[config.mk]
export PLATFORM = sky130hd
export DESIGN_NAME = sensor_board_scanner
export DESIGN_NICKNAME = d
export VERILOG_FILES = /design/src/rtl/checkers_pkg.sv /design/src/rtl/sync_2ff.sv /design/src/rtl/sensor_board_scanner.sv
export SDC_FILE = /design/constraint.sdc
export NUM_CORES = 1
export LEC_CHECK = 0
export ABC_AREA = 1
export BUFFER_PORTS_ARGS = -buffer_cell sky130_fd_sc_hd__buf_2
export CAP_MARGIN = 10
export CORE_ASPECT_RATIO = 0.8
export CORE_MARGIN = 1.5
export CORE_UTILIZATION = 50
export DETAILED_ROUTE_END_ITERATION = 7
export PLACE_DENSITY = 0.69
export SLEW_MARGIN = 20
export SYNTH_ARGS = -nofsm -noshare
export SYNTH_HDL_FRONTEND = slang
export SYNTH_SLANG_ARGS = --single-unit
[constraint.sdc]
create_clock -name clock -period 3.5 [get_ports clock]
set_clock_uncertainty 0.15 [all_clocks]
set_input_delay 0.35 -clock clock [delete_from_list [all_inputs] [get_ports clock]]
set_output_delay 0.35 -clock clock [all_outputs]
set_load 0.01 [all_outputs]
[src/rtl/checkers_pkg.sv]
// Shared checkers-board constants: matrix geometry, the CPU-visible sensor register
// address and the square-index mapping used by the board scanner.
package checkers_pkg;

    localparam int unsigned NUM_ROWS      = 8;
    localparam int unsigned COLS_PER_ROW  = 4;
    localparam int unsigned BOARD_BITS    = NUM_ROWS * COLS_PER_ROW;
    localparam logic [15:0] SENSOR_BOARD_ADDR = 16'h1001;

    typedef enum logic [1:0] {
        StIdle,
        StSettle,
        StSample
    } scan_state_e;

    function automatic int unsigned square_index(input int unsigned row,
                                                 input int unsigned col);
        return row * COLS_PER_ROW + col;
    endfunction

endpackage

[src/rtl/sync_2ff.sv]
// Two-flop synchronizer for asynchronous level inputs; each bit is synchronized
// independently.
module sync_2ff #(
    parameter int unsigned WIDTH = 1
) (
    input  logic             clock,
    input  logic             reset,
    input  logic [WIDTH-1:0] d,
    output logic [WIDTH-1:0] q
);

    logic [WIDTH-1:0] meta_q;
    logic [WIDTH-1:0] sync_q;

    always_ff @(posedge clock) begin
        if (reset) begin
            meta_q <= '0;
            sync_q <= '0;
        end else begin
            meta_q <= d;
            sync_q <= meta_q;
        end
    end

    assign q = sync_q;

endmodule

[src/rtl/sensor_board_scanner.sv]
// Row-at-a-time scanner for the 8x4 reed-switch matrix: builds 32-bit occupancy frames
// and commits a frame to sensor_board once it has been seen DEBOUNCE_FRAMES times in a row.
module sensor_board_scanner
    import checkers_pkg::*;
#(
    parameter int unsigned SETTLE_CYCLES   = 15,
    parameter int unsigned DEBOUNCE_FRAMES = 3
) (
    input  logic                    clock,
    input  logic                    reset,
    input  logic                    scan_en,
    input  logic [COLS_PER_ROW-1:0] col_in,
    output logic [NUM_ROWS-1:0]     row_sel,
    output logic [BOARD_BITS-1:0]   sensor_board,
    output logic                    board_valid,
    output logic                    board_changed
);

    localparam int unsigned RW = $clog2(NUM_ROWS);
    localparam int unsigned SW = $clog2(SETTLE_CYCLES);
    localparam int unsigned CW = (DEBOUNCE_FRAMES > 1) ? $clog2(DEBOUNCE_FRAMES) : 1;

    localparam logic [RW-1:0] LAST_ROW    = RW'(NUM_ROWS - 1);
    localparam logic [SW-1:0] SETTLE_LAST = SW'(SETTLE_CYCLES - 1);
    localparam logic [CW-1:0] STABLE_LAST = CW'(DEBOUNCE_FRAMES - 1);

    scan_state_e           state_q, state_d;
    logic [RW-1:0]         row_q, row_d;
    logic [SW-1:0]         settle_q, settle_d;
    logic [BOARD_BITS-1:0] frame_q, frame_d;
    logic [BOARD_BITS-1:0] prev_frame_q, prev_frame_d;
    logic                  prev_valid_q, prev_valid_d;
    logic [CW-1:0]         stable_q, stable_d;
    logic [BOARD_BITS-1:0] board_q, board_d;
    logic                  valid_q, valid_d;
    logic                  changed_q, changed_d;

    logic [COLS_PER_ROW-1:0] col_s;
    logic [BOARD_BITS-1:0]   new_frame;
    logic [CW-1:0]           stable_upd;
    logic                    frame_match;
    logic                    commit;
    int unsigned             base;

    sync_2ff #(
        .WIDTH (COLS_PER_ROW)
    ) u_col_sync (
        .clock (clock),
        .reset (reset),
        .d     (col_in),
        .q     (col_s)
    );

    // Frame buffer with the currently sampled row merged in; only meaningful in StSample.
    always_comb begin
        base      = square_index(32'(row_q), 0);
        new_frame = frame_q;
        new_frame[base +: COLS_PER_ROW] = col_s;

        frame_match = prev_valid_q && (new_frame == prev_frame_q);
        if (!frame_match) begin
            stable_upd = '0;
        end else if (stable_q == STABLE_LAST) begin
            stable_upd = stable_q;
        end else begin
            stable_upd = stable_q + CW'(1);
        end

        commit = (stable_upd == STABLE_LAST) && ((new_frame != board_q) || !valid_q);
    end

    always_comb begin
        state_d      = state_q;
        row_d        = row_q;
        settle_d     = settle_q;
        frame_d      = frame_q;
        prev_frame_d = prev_frame_q;
        prev_valid_d = prev_valid_q;
        stable_d     = stable_q;
        board_d      = board_q;
        valid_d      = valid_q;
        changed_d    = 1'b0;
        row_sel      = '0;

        unique case (state_q)
            StIdle: begin
                if (scan_en) begin
                    state_d  = StSettle;
                    row_d    = '0;
                    settle_d = '0;
                end
            end
            StSettle: begin
                row_sel = NUM_ROWS'(1) << row_q;
                if (!scan_en) begin
                    state_d  = StIdle;
                    row_d    = '0;
                    settle_d = '0;
                end else if (settle_q == SETTLE_LAST) begin
                    state_d  = StSample;
                    settle_d = '0;
                end else begin
                    settle_d = settle_q + SW'(1);
                end
            end
            StSample: begin
                row_sel = NUM_ROWS'(1) << row_q;
                if (!scan_en) begin
                    // Partial frame is dropped; debounce history is kept.
                    state_d  = StIdle;
                    row_d    = '0;
                    settle_d = '0;
                end else begin
                    state_d = StSettle;
                    frame_d = new_frame;
                    if (row_q == LAST_ROW) begin
                        row_d        = '0;
                        prev_frame_d = new_frame;
                        prev_valid_d = 1'b1;
                        stable_d     = stable_upd;
                        if (commit) begin
                            board_d   = new_frame;
                            valid_d   = 1'b1;
                            changed_d = 1'b1;
                        end
                    end else begin
                        row_d = row_q + RW'(1);
                    end
                end
            end
            default: begin
                state_d = StIdle;
                row_d   = '0;
            end
        endcase
    end

    always_ff @(posedge clock) begin
        if (reset) begin
            state_q      <= StIdle;
            row_q        <= '0;
            settle_q     <= '0;
            frame_q      <= '0;
            prev_frame_q <= '0;
            prev_valid_q <= 1'b0;
            stable_q     <= '0;
            board_q      <= '0;
            valid_q      <= 1'b0;
            changed_q    <= 1'b0;
        end else begin
            state_q      <= state_d;
            row_q        <= row_d;
            settle_q     <= settle_d;
            frame_q      <= frame_d;
            prev_frame_q <= prev_frame_d;
            prev_valid_q <= prev_valid_d;
            stable_q     <= stable_d;
            board_q      <= board_d;
            valid_q      <= valid_d;
            changed_q    <= changed_d;
        end
    end

    assign sensor_board  = board_q;
    assign board_valid   = valid_q;
    assign board_changed = changed_q;

endmodule

* After elaboration in Yosys (flattened, before gate mapping)
Index checks and enable logic that the tools add are counted.
** Cells by class
- Add/subtract/negate cells :: 4
- Multiply operators :: 0
- Div/mod/pow operators :: 0
- $lt $le $gt $ge :: 0
- Equality and inequality tests :: 12
- Shift operators :: 3
- Multiplexer cells :: 20
- Bitwise gates (word level) :: 3
- Reductions and logical operators :: 14
** Operators with widths (count)
- 5-bit negation with 34-bit output :: 1
- 4-bit by 34-bit variable shift with 32-bit output (first input constant) :: 1
- 4-bit by 34-bit variable part select with 32-bit output :: 1
- 32-bit bitwise mux :: 1
- 32-bit equality test :: 1
- 32-bit != test :: 1
- 4-bit two-way mux :: 4
- 3-bit two-way mux :: 4
- 4-bit one-hot mux with 3 select lines :: 1
- 2-bit two-way mux :: 5
- 3-bit one-hot mux with 3 select lines :: 1
- 8-bit two-way mux :: 1
- 1-bit by 3-bit << shifter with 8-bit output (first input constant) :: 1
- 2-bit equality test (second input constant) :: 3
- 2-bit != test (second input constant) :: 3
- 2-bit one-hot mux with 3 select lines :: 1
- 2-bit AND reduction :: 3
- 3-bit AND reduction :: 2
- 4-bit by 1-bit adder with 4-bit output (second input constant) :: 1
- 4-bit equality test (second input constant) :: 1
- 4-bit AND reduction :: 1
- 4-bit OR reduction :: 1
- 3-bit by 1-bit adder with 3-bit output (second input constant) :: 1
- 3-bit equality test (second input constant) :: 1
- other kinds (11) :: 15
** Storage, ports and cells
- Register bits :: 118
- Latch bits :: 0
- Bits in writable memories :: 0
- Bits in read-only memories :: 0
- Output and inout bits :: 42
- Memories :: 0

* Longest topological paths before layout
Gate-level depths: netlist of the first run.
- Word-level depth :: 9
- Mapped depth :: 23

* By module
Synthesis of the first run repeated with hierarchy kept, for this count alone.
** Second synthesis, totals
- Cells, all modules :: 1222
- Area total of the unflattened synthesis :: 7183.1 sq um
** By module, submodules not included
- sensor_board_scanner :: times used 1, cells each 1197, area an instance 6951.7 sq um, seq. area each 2202.1 sq um
- sync_2ff :: times used 1, cells each 25, area an instance 231.5 sq um, seq. area each 160.2 sq um

* Worst setup path after synthesis of the first run
No wires, ideal clock.
- Path type :: reg2reg
- From :: reg row_q[0]
- To :: reg board_q[21], in the netlist sensor_board[21]
- Arrival :: 2898 ps
- Data required time :: 3237 ps
- Setup slack :: 339 ps
- Stages on the path, launching flop included :: 20
- Buffers on the path :: 2
- Period minus slack after synthesis :: 3161 ps
- Cells stage by stage :: dfxtp_1 -> inv_2 -> ha_1 -> ha_1 -> nand2_1 -> clkinv_1 -> nand2_1 -> nand2_1 -> nand3_1 -> nand2_1 -> nor2_1 -> nand2_1 -> nor2_1 -> nand3_1 -> nor2_2 -> nand4_1 -> buf_2 -> buf_2 -> nor2_1 -> nor2_1
** On the way
- Longest elaborated chain between the ends :: 9
- Elaborated cells between the ends (all ways) :: 13
- Classes of those cells :: 1 x add/sub; 4 x eq/ne; 2 x shift; 2 x mux; 4 x reduce/logical
** RTL lines
- start, declared :: RTL line sensor_board_scanner.sv:28 : logic [RW-1:0] row_q, row_d;
- start signal, assigned :: RTL line sensor_board_scanner.sv:152 : row_q <= row_d;
- 5-bit negation with 34-bit output :: RTL line sensor_board_scanner.sv:58 : new_frame[base +: COLS_PER_ROW] = col_s;
- 4-bit by 34-bit variable part select with 32-bit output / 4-bit by 34-bit variable shift with 32-bit output (equally long branches) :: RTL line sensor_board_scanner.sv:58
- 32-bit bitwise mux :: RTL line sensor_board_scanner.sv:58
- 32-bit equality test :: RTL line sensor_board_scanner.sv:60 : frame_match = prev_valid_q && (new_frame == prev_frame_q);
- 1-bit logical AND :: RTL line sensor_board_scanner.sv:60
- 2-bit two-way mux :: RTL line sensor_board_scanner.sv:61 : if (!frame_match) begin
- 2-bit equality test :: RTL line sensor_board_scanner.sv:69 : commit = (stable_upd == STABLE_LAST) && ((new_frame != board_q) || !valid_q);
- 1-bit logical AND :: RTL line sensor_board_scanner.sv:69
- 4-bit AND reduction (no source line)
- end signal, assigned :: RTL line sensor_board_scanner.sv:158 : board_q <= board_d;
- end, declared :: RTL line sensor_board_scanner.sv:34 : logic [BOARD_BITS-1:0] board_q, board_d;
Parallel ways exist; a longest one is shown, timed or not.
A chain may end at the register's enable or synchronous reset.

* Worst setup path in the final report of the first run
- From :: reg row_q[1]
- To :: reg board_q[17], in the netlist sensor_board[17]
The elaborated chain is that of the path after synthesis.

==> impl_metrics.py, run 1 <==
metrics = {
    "global_routing": {
        "first_global_vias": 6112,
        "antenna_found_initial": 0,
        "grt_max_degree": 78,
        "track_usage_pct": 26.9,
        "gr-total-overflow": 0,
        "grt_pass1_wl_um": 29800,
    },
    "floorplan": {
        "die_h_um": 107,
        "ios": 49,
        "coreArea_sq_mm": 0.0131,
        "dieArea_sq_mm": 0.0142,
        "start_util_pct": 51.8,
        "fp.dieW_um": 133,
        "rows": 37,
    },
    "timing": {
        "setup_viol": 0,
        "clock.fmax_ghz": 0.306,
        "layout_setup_ws_ns": 0.236,
        "relSlewSlack_pct": 42.2,
        "fin_crit_sh_pct": 93.3,
        "drv_slew": 0,
        "period_needed_ns": 3.26,
        "fin_tns_setup_ns": 0,
        "worst_hold_slack_ns": 0.192,
        "tightestPinTransition_ns": 0.866,
        "hold_viol_final": 0,
    },
    "power_and_ir_drop": {
        "cellLeakagePower_nw": 4.55,
        "powerDensity_mw_per_mm2": 478,
        "peakVddDrop_mv": 0.401,
    },
    "final_layout": {
        "multi_input_area_sq_mm": 0.00353,
        "fillCellCount": 1307,
        "fin_area_sq_mm": 0.00805,
        "synthToLayoutAreaGrowth_pct": 19.0,
        "drive_gt1_share_pct": 11.3,
        "diodes": 0,
        "stdcell_count": 1379,
        "layout.nets": 1215,
        "regArea_sq_mm": 0.00236,
    },
    "synthesis": {
        "synth_seq_cells": 118,
        "synth_most_common_cell": "nand2_1",
        "synthXorXnorAreaFrac_pct": 0.259,
        "synthTopCellsByCount": "nand2_1 (312), inv_1 (207), nor2_1 (145)",
        "syn_avg_cell_area_sq_um": 5.98,
        "synth_cell_types": 30,
        "synth_cells": 1132,
        "netlist.area_leader.share_pct": 34.9,
        "yosys.area_share.simple_pct": 35.5,
        "syn_area_sq_mm": 0.00677,
        "synth_top_family_by_area": "simple AND/OR/NAND/NOR gates",
        "yosys_warnings": 0,
        "synth_edf_count": 0,
        "synth.largest_area_cell": "dfxtp_1",
        "yosys.area_share.adder_pct": 3.14,
        "seq_area_frac_synth_pct": 34.9,
        "ys.flop_type": "dfxtp_1",
        "synthTopCellsByArea": "dfxtp_1 (35%), nand2_1 (17%), inv_1 (11%)",
        "ys_async_sr_fraction_pct": 0,
        "synthMuxAreaShare_pct": 0,
        "synth_fp_nets": 1156,
        "synth_compound_area_share_pct": 11.8,
    },
    "clocking": {
        "htree_levels": 4,
        "clk_pin_slew_ns": 0.05,
        "cts_buffers": 17,
        "clock-sinks": 118,
        "insertion_delay_ns": 0.42,
        "cts_root_buf": "clkbuf_16",
        "cts_tree": "yes",
        "clk_path_buf_depth": 2,
    },
    "routing": {
        "wirelength_um": 18400,
        "via_per_inst": 4.94,
        "wl_per_cell_um": 13.3,
        "drt_iter0_drc": 521,
        "vias": 6810,
        "ant_nets": 0,
        "drt-pass1-iter-count": 5,
        "drc": 0,
    },
    "worst_setup_path": {
        "crit_family": "simple AND/OR/NAND/NOR gates",
        "crit_path_cell_trace": "inv_1 > ha_4 > ha_4 > nand2_1 > a21oi_2 > nand2_1 > nand3_1 > nand2_1 > nor2_1 > nand2_1 > nor2_1 > nand3_1 > nor2_2 > nand4_1 > buf_4 > buf_12 > nand2_1 > nand2_1 > nor2_1",
        "crit_top_cell": "nand2_1",
        "r2r-start": "row_q[1]",
        "endpoint": "sensor_board[17]",
        "cp_num_cells": 19,
        "r2r_end": "sensor_board[17]",
        "cp.arrival_ns": 3.47,
        "cp-end-kind": "register",
        "reg2reg_depth": 19,
        "critical_path_peak_fanout": 20,
        "cp-startpoint": "row_q[1]",
        "start_kind": "register",
        "rrSetupSlack_ns": 0.24,
        "critPathSlowestCell": "dfxtp_1",
        "path_class": "reg2reg",
        "cpPeakStageDelay_ns": 0.33,
        "crit_required_ns": 3.70,
        "path_buf_inv": 3,
    },
    "placement": {
        "dp_cells": 1341,
        "dpl_cell_area_sq_mm": 0.00725,
        "dp_slack_ns": 0.0710,
        "place_congestion": 1.02,
        "port_buffers": 48,
        "dp_hpwl_um": 12800,
    },
    "hold_path": {
        "hold_depth": 5,
        "hold_class": "in2reg",
    },
    "job": {
        "maxCapViolations": 0,
    },
    "status": {
        "status": "completed",
    },
}
==> logic make-up after synthesis <==
group           count (synthesis)
buf+inv                       251
xor+xnor                        2
simple gates                  589
compound gates                155
fa+ha+maj                      17
flops                         118
==> worst min-delay path, delay by kind of cell <==
kind | cells | cell delay (ns)
compound gates | 1 | 0.06
buf+inv | 2 | 0.16
simple gates | 2 | 0.14
==> sequential cells by signal (all words and copies together) (netlist names) <==
name / flops
board_valid: 1
settle_q: 4
u_col_sync.q: 4
stable_q: 2
u_col_sync.meta_q: 4
board_changed: 1
sensor_board: 32
row_q: 3
prev_frame_q: 32
frame_q: 32
prev_valid_q: 1
state_q: 2
==> layer usage <==
metal	wire [um]	global-route usage (%)	up-vias	part of all wire (%)
met5	0	0	-	0
met4	181	7.61	0	0.99
met3	1500	6.67	15	8.1
met2	7660	41.1	240	42
met1	9040	37.5	2933	49
li1	-	-	3622	-
==> area by class of cell <==
| type | count | share of cell area, % |
|---|---|---|
| Multi-Input combinational cell | 763 | 43.9 |
| Sequential cell | 118 | 29.3 |
| Inverter | 214 | 10.1 |
| Timing Repair Buffer | 77 | 6.43 |
| Clock buffer | 23 | 6.06 |
| Tap cell | 175 | 2.72 |
| Clock inverter | 9 | 1.52 |
==> what timing repair did <==
action	4_1_cts	5_1_grt
endpoints found under the hold margin	4	0
gates resized for setup	0	31
buffers inserted	0	1
hold buffers	4	0
setup endpoints to repair	0	34
==> power by group <==
group	leakage (nW)	switching (W)	internal, W
registers	0.953	0.0000174	0.00137
logic	3.29	0.000444	0.000208
clock network	0.303	0.000624	0.00119
==> worst min path at each step <==
stage,slack (ns),to,from
global placement,0.25,u_col_sync.q[0],u_col_sync.meta_q[0]
CTS,0.18,state_q[1],scan_en
detailed placement,0.25,u_col_sync.q[0],u_col_sync.meta_q[0]
global route,0.23,state_q[1],scan_en
finish,0.19,state_q[1],scan_en
floorplan,0.24,u_col_sync.q[0],u_col_sync.meta_q[0]
==> through the flow <==
stage / power (W) / utilization, %
after floorplan: 0.00183 / -
after global placement: 0.00199 / 55.6
after detailed placement: 0.00199 / 55.6
after CTS: 0.00379 / 60.6
after global routing: 0.00401 / 61.7
final: 0.00385 / 61.7
==> placed cells by master, fill, tap and decap left out, types with 9 or more instances in the layout <==
cell / netlist / layout
nand3_1: 108 / 108
nand4_1: 9 / 9
dfxtp_1: 118 / 118
buf_4: 0 / 21
a21oi_1: 66 / 64
buf_2: 6 / 48
nor2_2: 2 / 9
nand2_1: 312 / 305
nor2_1: 145 / 137
ha_1: 17 / 14
o21ai_0: 77 / 77
inv_1: 207 / 207
clkbuf_16: 0 / 18
(Power assumes the default switching activity.)
==> run 2, diff against run 1 <==
--- a/config.mk
+++ b/config.mk
@@ -5,10 +5,9 @@
 export SDC_FILE = /design/constraint.sdc
 export NUM_CORES = 1
 export LEC_CHECK = 0
-export ABC_AREA = 1
 export BUFFER_PORTS_ARGS = -buffer_cell sky130_fd_sc_hd__buf_2
 export CAP_MARGIN = 10
-export CORE_ASPECT_RATIO = 0.8
+export CORE_ASPECT_RATIO = 0.75
 export CORE_MARGIN = 1.5
 export CORE_UTILIZATION = 50
 export DETAILED_ROUTE_END_ITERATION = 7
==> impl_metrics.py, run 2 <==
metrics = {
    "routing": {
        "drt_iter0_drc": 512,
        "drc": 0,
        "vias": 5992,
        "via_per_inst": 5.89,
        "drt-pass1-iter-count": 5,
        "wl_per_cell_um": 19.8,
        "wirelength_um": 20100,
        "ant_nets": 0,
    },
    "final_layout": {
        "stdcell_count": 1018,
        "mostFrequentLayoutCell": "dfxtp_1",
        "layout.nets": 863,
        "drive_gt1_share_pct": 29.8,
        "diodes": 0,
        "fillCellCount": 1024,
        "synthToLayoutAreaGrowth_pct": 27.7,
        "final_cell_mix": "dfxtp_1 (116), nor2_1 (90), buf_4 (69)",
        "fin_area_sq_mm": 0.00825,
    },
    "clocking": {
        "insertion_delay_ns": 0.43,
        "clk_pin_slew_ns": 0.06,
        "clk_path_buf_depth": 2,
        "cts_buffers": 17,
        "cts_root_buf": "clkbuf_16",
        "cts_tree": "yes",
        "htree_levels": 4,
        "clock-sinks": 118,
    },
    "floorplan": {
        "rows": 35,
        "ios": 49,
        "start_util_pct": 52.0,
        "dieArea_sq_mm": 0.0136,
        "die_h_um": 101,
        "coreArea_sq_mm": 0.0124,
        "fp.dieW_um": 134,
    },
    "worst_setup_path": {
        "path_class": "reg2reg",
        "cp.arrival_ns": 3.68,
        "critical_path_peak_fanout": 13,
        "start_kind": "register",
        "crit_required_ns": 3.70,
        "cp-end-kind": "register",
    },
    "job": {
        "maxCapViolations": 0,
    },
    "timing": {
        "setup_viol": 0,
        "clock.fmax_ghz": 0.288,
        "period_needed_ns": 3.48,
        "relSlewSlack_pct": 38.6,
        "drv_slew": 0,
        "rsz0062_at_grt": "true",
        "hold_viol_final": 0,
        "tightestPinTransition_ns": 0.921,
        "fin_crit_sh_pct": 99.3,
    },
    "synthesis": {
        "ys_async_sr_fraction_pct": 0,
        "synth_fp_nets": 763,
        "synth_edf_count": 0,
        "ys.flop_type": "dfxtp_1",
        "syn_area_sq_mm": 0.00646,
        "synth.largest_area_cell": "dfxtp_1",
        "synthTopCellsByCount": "dfxtp_1 (118), nor2_1 (90), a211oi_1 (58)",
        "synth_seq_cells": 118,
        "netlist.area_leader.share_pct": 36.6,
        "yosys_warnings": 0,
        "synthTopCellsByArea": "dfxtp_1 (37%), a211oi_1 (6.7%), nor2_1 (5.2%)",
        "syn_avg_cell_area_sq_um": 8.74,
        "synth_cell_types": 66,
        "synth_most_common_cell": "dfxtp_1",
        "seq_area_frac_synth_pct": 36.6,
        "synth_cells": 739,
    },
    "global_routing": {
        "first_global_vias": 5611,
        "antenna_found_initial": 0,
        "track_usage_pct": 29.8,
        "gr-total-overflow": 0,
        "grt_max_degree": 116,
        "grt_pass1_wl_um": 30800,
    },
    "power_and_ir_drop": {
        "cellLeakagePower_nw": 3.24,
        "powerDensity_mw_per_mm2": 416,
        "peakVddDrop_mv": 0.365,
    },
    "status": {
        "status": "completed",
    },
    "placement": {
        "dp_hpwl_um": 13300,
        "port_buffers": 48,
        "place_congestion": 0.930,
        "dpl_cell_area_sq_mm": 0.00730,
        "dp_cells": 971,
    },
    "hold_path": {
        "hold_class": "in2reg",
    },
}
run 2: changes by cell type in the layout (fill, tap and decap cells not counted), moves of 46 or more:
cell,previous run,this run
nor2_1,137,90
a21oi_1,64,18
inv_1,207,40
buf_4,21,69
nand3_1,108,11
a211oi_1,2,56
nand2_1,305,24
o21ai_0,77,12
run 2: metal layers:
metal  routed length [um]  global-route usage, %  vias up  share of wire, %
met5                    0                      0        -                 0
met2                 8820                   45.2      248                44
li1                     -                      -     2848                 -
met3                 1700                   9.91       37               8.4
met4                  386                   9.18        0               1.9
met1                 9230                   40.3     2859                46
run 2: repair_timing:
item	CTS	global route
hold endpoints to repair	4	0
pin swaps	3	12
setup buffers	2	7
gates cloned	1	2
hold buffers	4	0
gates resized for setup	14	34
endpoints found under the setup margin	34	36
run 2: area by class of cell:
class,instances,area [sq um],share of cell area (%)
inverters,42,160,1.94
flip-flops and latches,118,2360,28.6
well taps,166,208,2.52
clock buffers,17,425,5.15
repair buffers,133,997,12.1
multi-input cells,527,3970,48.1
clock inverters,15,130,1.58
run 2: power breakdown:
| group | switching, W | internal (W) | leakage, nW |
|---|---|---|---|
| registers | 0.0000189 | 0.00136 | 0.954 |
| clock network | 0.000684 | 0.000974 | 0.258 |
| logic | 0.000217 | 0.000173 | 2.03 |
run 2: final timing paths:
kind	slack, ns	cells after the start	startpoint	to
max	0.02	14	row_q[0]	sensor_board[0]
min	0.26	4	scan_en	state_q[0]
max reg2reg	0.02	14	row_q[0]	sensor_board[0]
min reg2reg	0.29	1	u_col_sync.meta_q[3]	u_col_sync.q[3]
run 2: cells by family (layout without fill, tap and decap cells):
kind of cell | Yosys count | count (layout) | synth area share, %
adder cells (fa/ha/maj) | 17 | 17 | 3.29
multiplexers | 7 | 7 | 1.12
buffers and inverters | 94 | 207 | 6.06
flip-flops | 118 | 118 | 36.6
AO/OA/AOI/OAI | 196 | 196 | 24.1
XOR/XNOR | 57 | 57 | 7.73
AND/OR/NAND/NOR | 250 | 250 | 21.1
run 2: stage by stage:
step                utilization (%)  hold WS (ns)  TNS (ns)  power (W)  setup slack, ns
finish                         66.4         0.263         0    0.00343           0.0229
global placement               58.7         0.267    -0.907    0.00173          -0.0551
CTS                            64.2         0.255         0    0.00338           0.0129
global route                   66.4         0.291     -1.72    0.00353          -0.0785
floorplan                         -         0.264     -4.46    0.00163           -0.147
detailed placement             58.7         0.273     -2.28    0.00174          -0.0965
run 2: worst max-delay path, cell delays in order (launching register included):
cell and delay, ns:
dfxtp_2 0.35, inv_4 0.04, ha_4 0.17, ha_4 0.27, or4b_4 0.50, nor2_4 0.18, buf_6 0.13, mux2_4 0.32
xnor2_2 0.15, nand4_1 0.21, nor4_4 0.20, buf_6 0.18, nand4_4 0.18, buf_8 0.22, a21oi_1 0.14
==> run 3, diff against run 2 <==
--- a/config.mk
+++ b/config.mk
@@ -9,9 +9,10 @@
 export CAP_MARGIN = 10
 export CORE_ASPECT_RATIO = 0.75
 export CORE_MARGIN = 1.5
-export CORE_UTILIZATION = 50
+export CORE_UTILIZATION = 60
+export CTS_BUF_LIST = sky130_fd_sc_hd__clkbuf_2
 export DETAILED_ROUTE_END_ITERATION = 7
-export PLACE_DENSITY = 0.69
+export PLACE_DENSITY = 0.81
 export SLEW_MARGIN = 20
 export SYNTH_ARGS = -nofsm -noshare
 export SYNTH_HDL_FRONTEND = slang
==> impl_metrics.py, run 3 (synthesis gave the netlist of run 2 again) <==
metrics = {
    "final_layout": {
        "utilization_pct": 77.7,
        "mostFrequentLayoutCell": "dfxtp_1",
        "drive_gt1_share_pct": 30.8,
        "regArea_sq_mm": 0.00236,
        "multi_input_area_sq_mm": 0.00401,
        "fillCellCount": 691,
        "diodes": 0,
        "stdcell_count": 995,
        "final_cell_mix": "dfxtp_1 (116), nor2_1 (88), buf_4 (72)",
        "synthToLayoutAreaGrowth_pct": 24.6,
        "layout.nets": 870,
    },
    "worst_setup_path": {
        "path_class": "reg2reg",
        "critical_path_peak_fanout": 7,
        "rrSetupSlack_ns": -0.11,
        "r2r-start": "row_q[1]",
        "cp-startpoint": "row_q[1]",
        "cp-end-kind": "register",
        "cp.arrival_ns": 4.12,
        "start_kind": "register",
        "crit_required_ns": 4.01,
    },
    "global_routing": {
        "first_global_vias": 5845,
        "track_usage_pct": 35.4,
        "grt_max_degree": 66,
        "grt_pass1_wl_um": 30800,
        "antenna_found_initial": 0,
        "gr-total-overflow": 0,
    },
    "hold_path": {
        "hold_start": "col_in[1]",
        "hold_class": "in2reg",
    },
    "power_and_ir_drop": {
        "peakVddDrop_mv": 0.330,
        "p_int_w": 0.00192,
        "cellLeakagePower_nw": 3.21,
        "swShare_pct": 30.2,
        "clock_power_share_pct": 36.5,
        "power_frac_comb_pct": 13.1,
        "seqPwrFrac_pct": 50.3,
        "power.switching_w": 0.000829,
        "powerDensity_mw_per_mm2": 341,
    },
    "timing": {
        "drv_slew": 0,
        "hold_viol_final": 0,
        "layout_setup_ws_ns": -0.109,
        "tightestPinTransition_ns": 0.780,
        "setup_viol": 34,
        "rsz0062_at_grt": "true",
        "period_needed_ns": 3.61,
        "fin_crit_sh_pct": 103,
        "clock.fmax_ghz": 0.277,
        "relSlewSlack_pct": 47.2,
    },
    "routing": {
        "via_per_inst": 6.45,
        "drt_iter0_drc": 872,
        "drt-pass1-iter-count": 8,
        "ant_nets": 0,
        "drc": 0,
        "wl_per_cell_um": 21.0,
        "vias": 6422,
        "wirelength_um": 20900,
    },
    "status": {
        "violations": "setup timing",
        "status": "finished, violations left",
    },
    "placement": {
        "dp_hpwl_um": 13200,
        "dp_slack_ns": -0.177,
        "dp_cells": 944,
        "port_buffers": 48,
        "place_congestion": 0.967,
    },
    "clocking": {
        "htree_levels": 4,
        "clk_pin_slew_ns": 0.22,
        "clk_path_buf_depth": 2,
        "cts_root_buf": "clkbuf_2",
        "clock-sinks": 118,
        "insertion_delay_ns": 0.74,
        "cts_tree": "yes",
        "cts_buffers": 17,
    },
    "floorplan": {
        "dieArea_sq_mm": 0.0114,
        "rows": 32,
        "ios": 49,
        "fp.dieW_um": 123,
        "die_h_um": 92.9,
        "coreArea_sq_mm": 0.0104,
        "start_util_pct": 62.3,
    },
    "job": {
        "maxCapViolations": 0,
    },
}
run 3: final timing paths:
| path | endpoint | cells after the start |
|---|---|---|
| min reg2reg | u_col_sync.q[0] | 1 |
| min | u_col_sync.meta_q[1] | 3 |
| max reg2reg | sensor_board[24] | 14 |
| max | sensor_board[24] | 14 |
run 3: area by class of cell:
class,instances,share of cell area [%]
clock inverter,15,2.22
sequential,118,29.4
tap,136,2.11
timing repair buffer,140,13.5
clock buffer,17,1.06
multi-input combinational,527,49.8
inverter,42,1.99
run 3: what timing repair did:
action / in CTS / in global routing
endpoints found under the setup margin: 36 / 36
pin swaps: 4 / 20
hold buffers: 6 / 0
endpoints found under the hold margin: 10 / 0
resized for setup: 20 / 47
setup buffers: 4 / 6
gates cloned: 1 / 2
run 3: power groups by stage:
stage	sequential, W	combinational (W)	clock, W
2_1_floorplan	0.00140	0.000226	0
3_3_place_gp	0.00141	0.000295	0
3_5_place_dp	0.00141	0.000305	0
4_1_cts	0.00138	0.000330	0.000990
5_1_grt	0.00139	0.000387	0.00106
6_report	0.00138	0.000361	0.00100
run 3: per-layer routing:
layer  wire length, um  up-vias  GRT usage (%)  part of all wire, %
met5                 0        -              0                    0
met4               935        0           12.6                  4.5
met3              2360      103           9.73                   11
met2              9140      427           50.7                   44
met1              8460     3024           50.6                   40
li1                  -     2868              -                    -
run 3: critical path: stages, from the launching register on:
cell and delay, ns:
dfxtp_2 0.39, inv_2 0.06, ha_4 0.17, ha_4 0.29, or4b_4 0.51, nor2_4 0.15, buf_6 0.13, mux2_4 0.33
xnor2_2 0.15, nand4_1 0.20, nor4_4 0.25, buf_4 0.20, nand4_4 0.22, buf_12 0.23, a21oi_2 0.11
run 3: stage by stage:
step / TNS, ns / instance area (sq um) / power, W / hold WS (ns)
finish: -2.90 / 8060 / 0.00275 / 0.196
global route: -4.73 / 8060 / 0.00283 / 0.198
CTS: 0 / 7760 / 0.00270 / 0.206
detailed placement: -4.93 / 7280 / 0.00171 / 0.276
global placement: -4.03 / 7280 / 0.00170 / 0.267
floorplan: -4.46 / 6580 / 0.00163 / 0.264
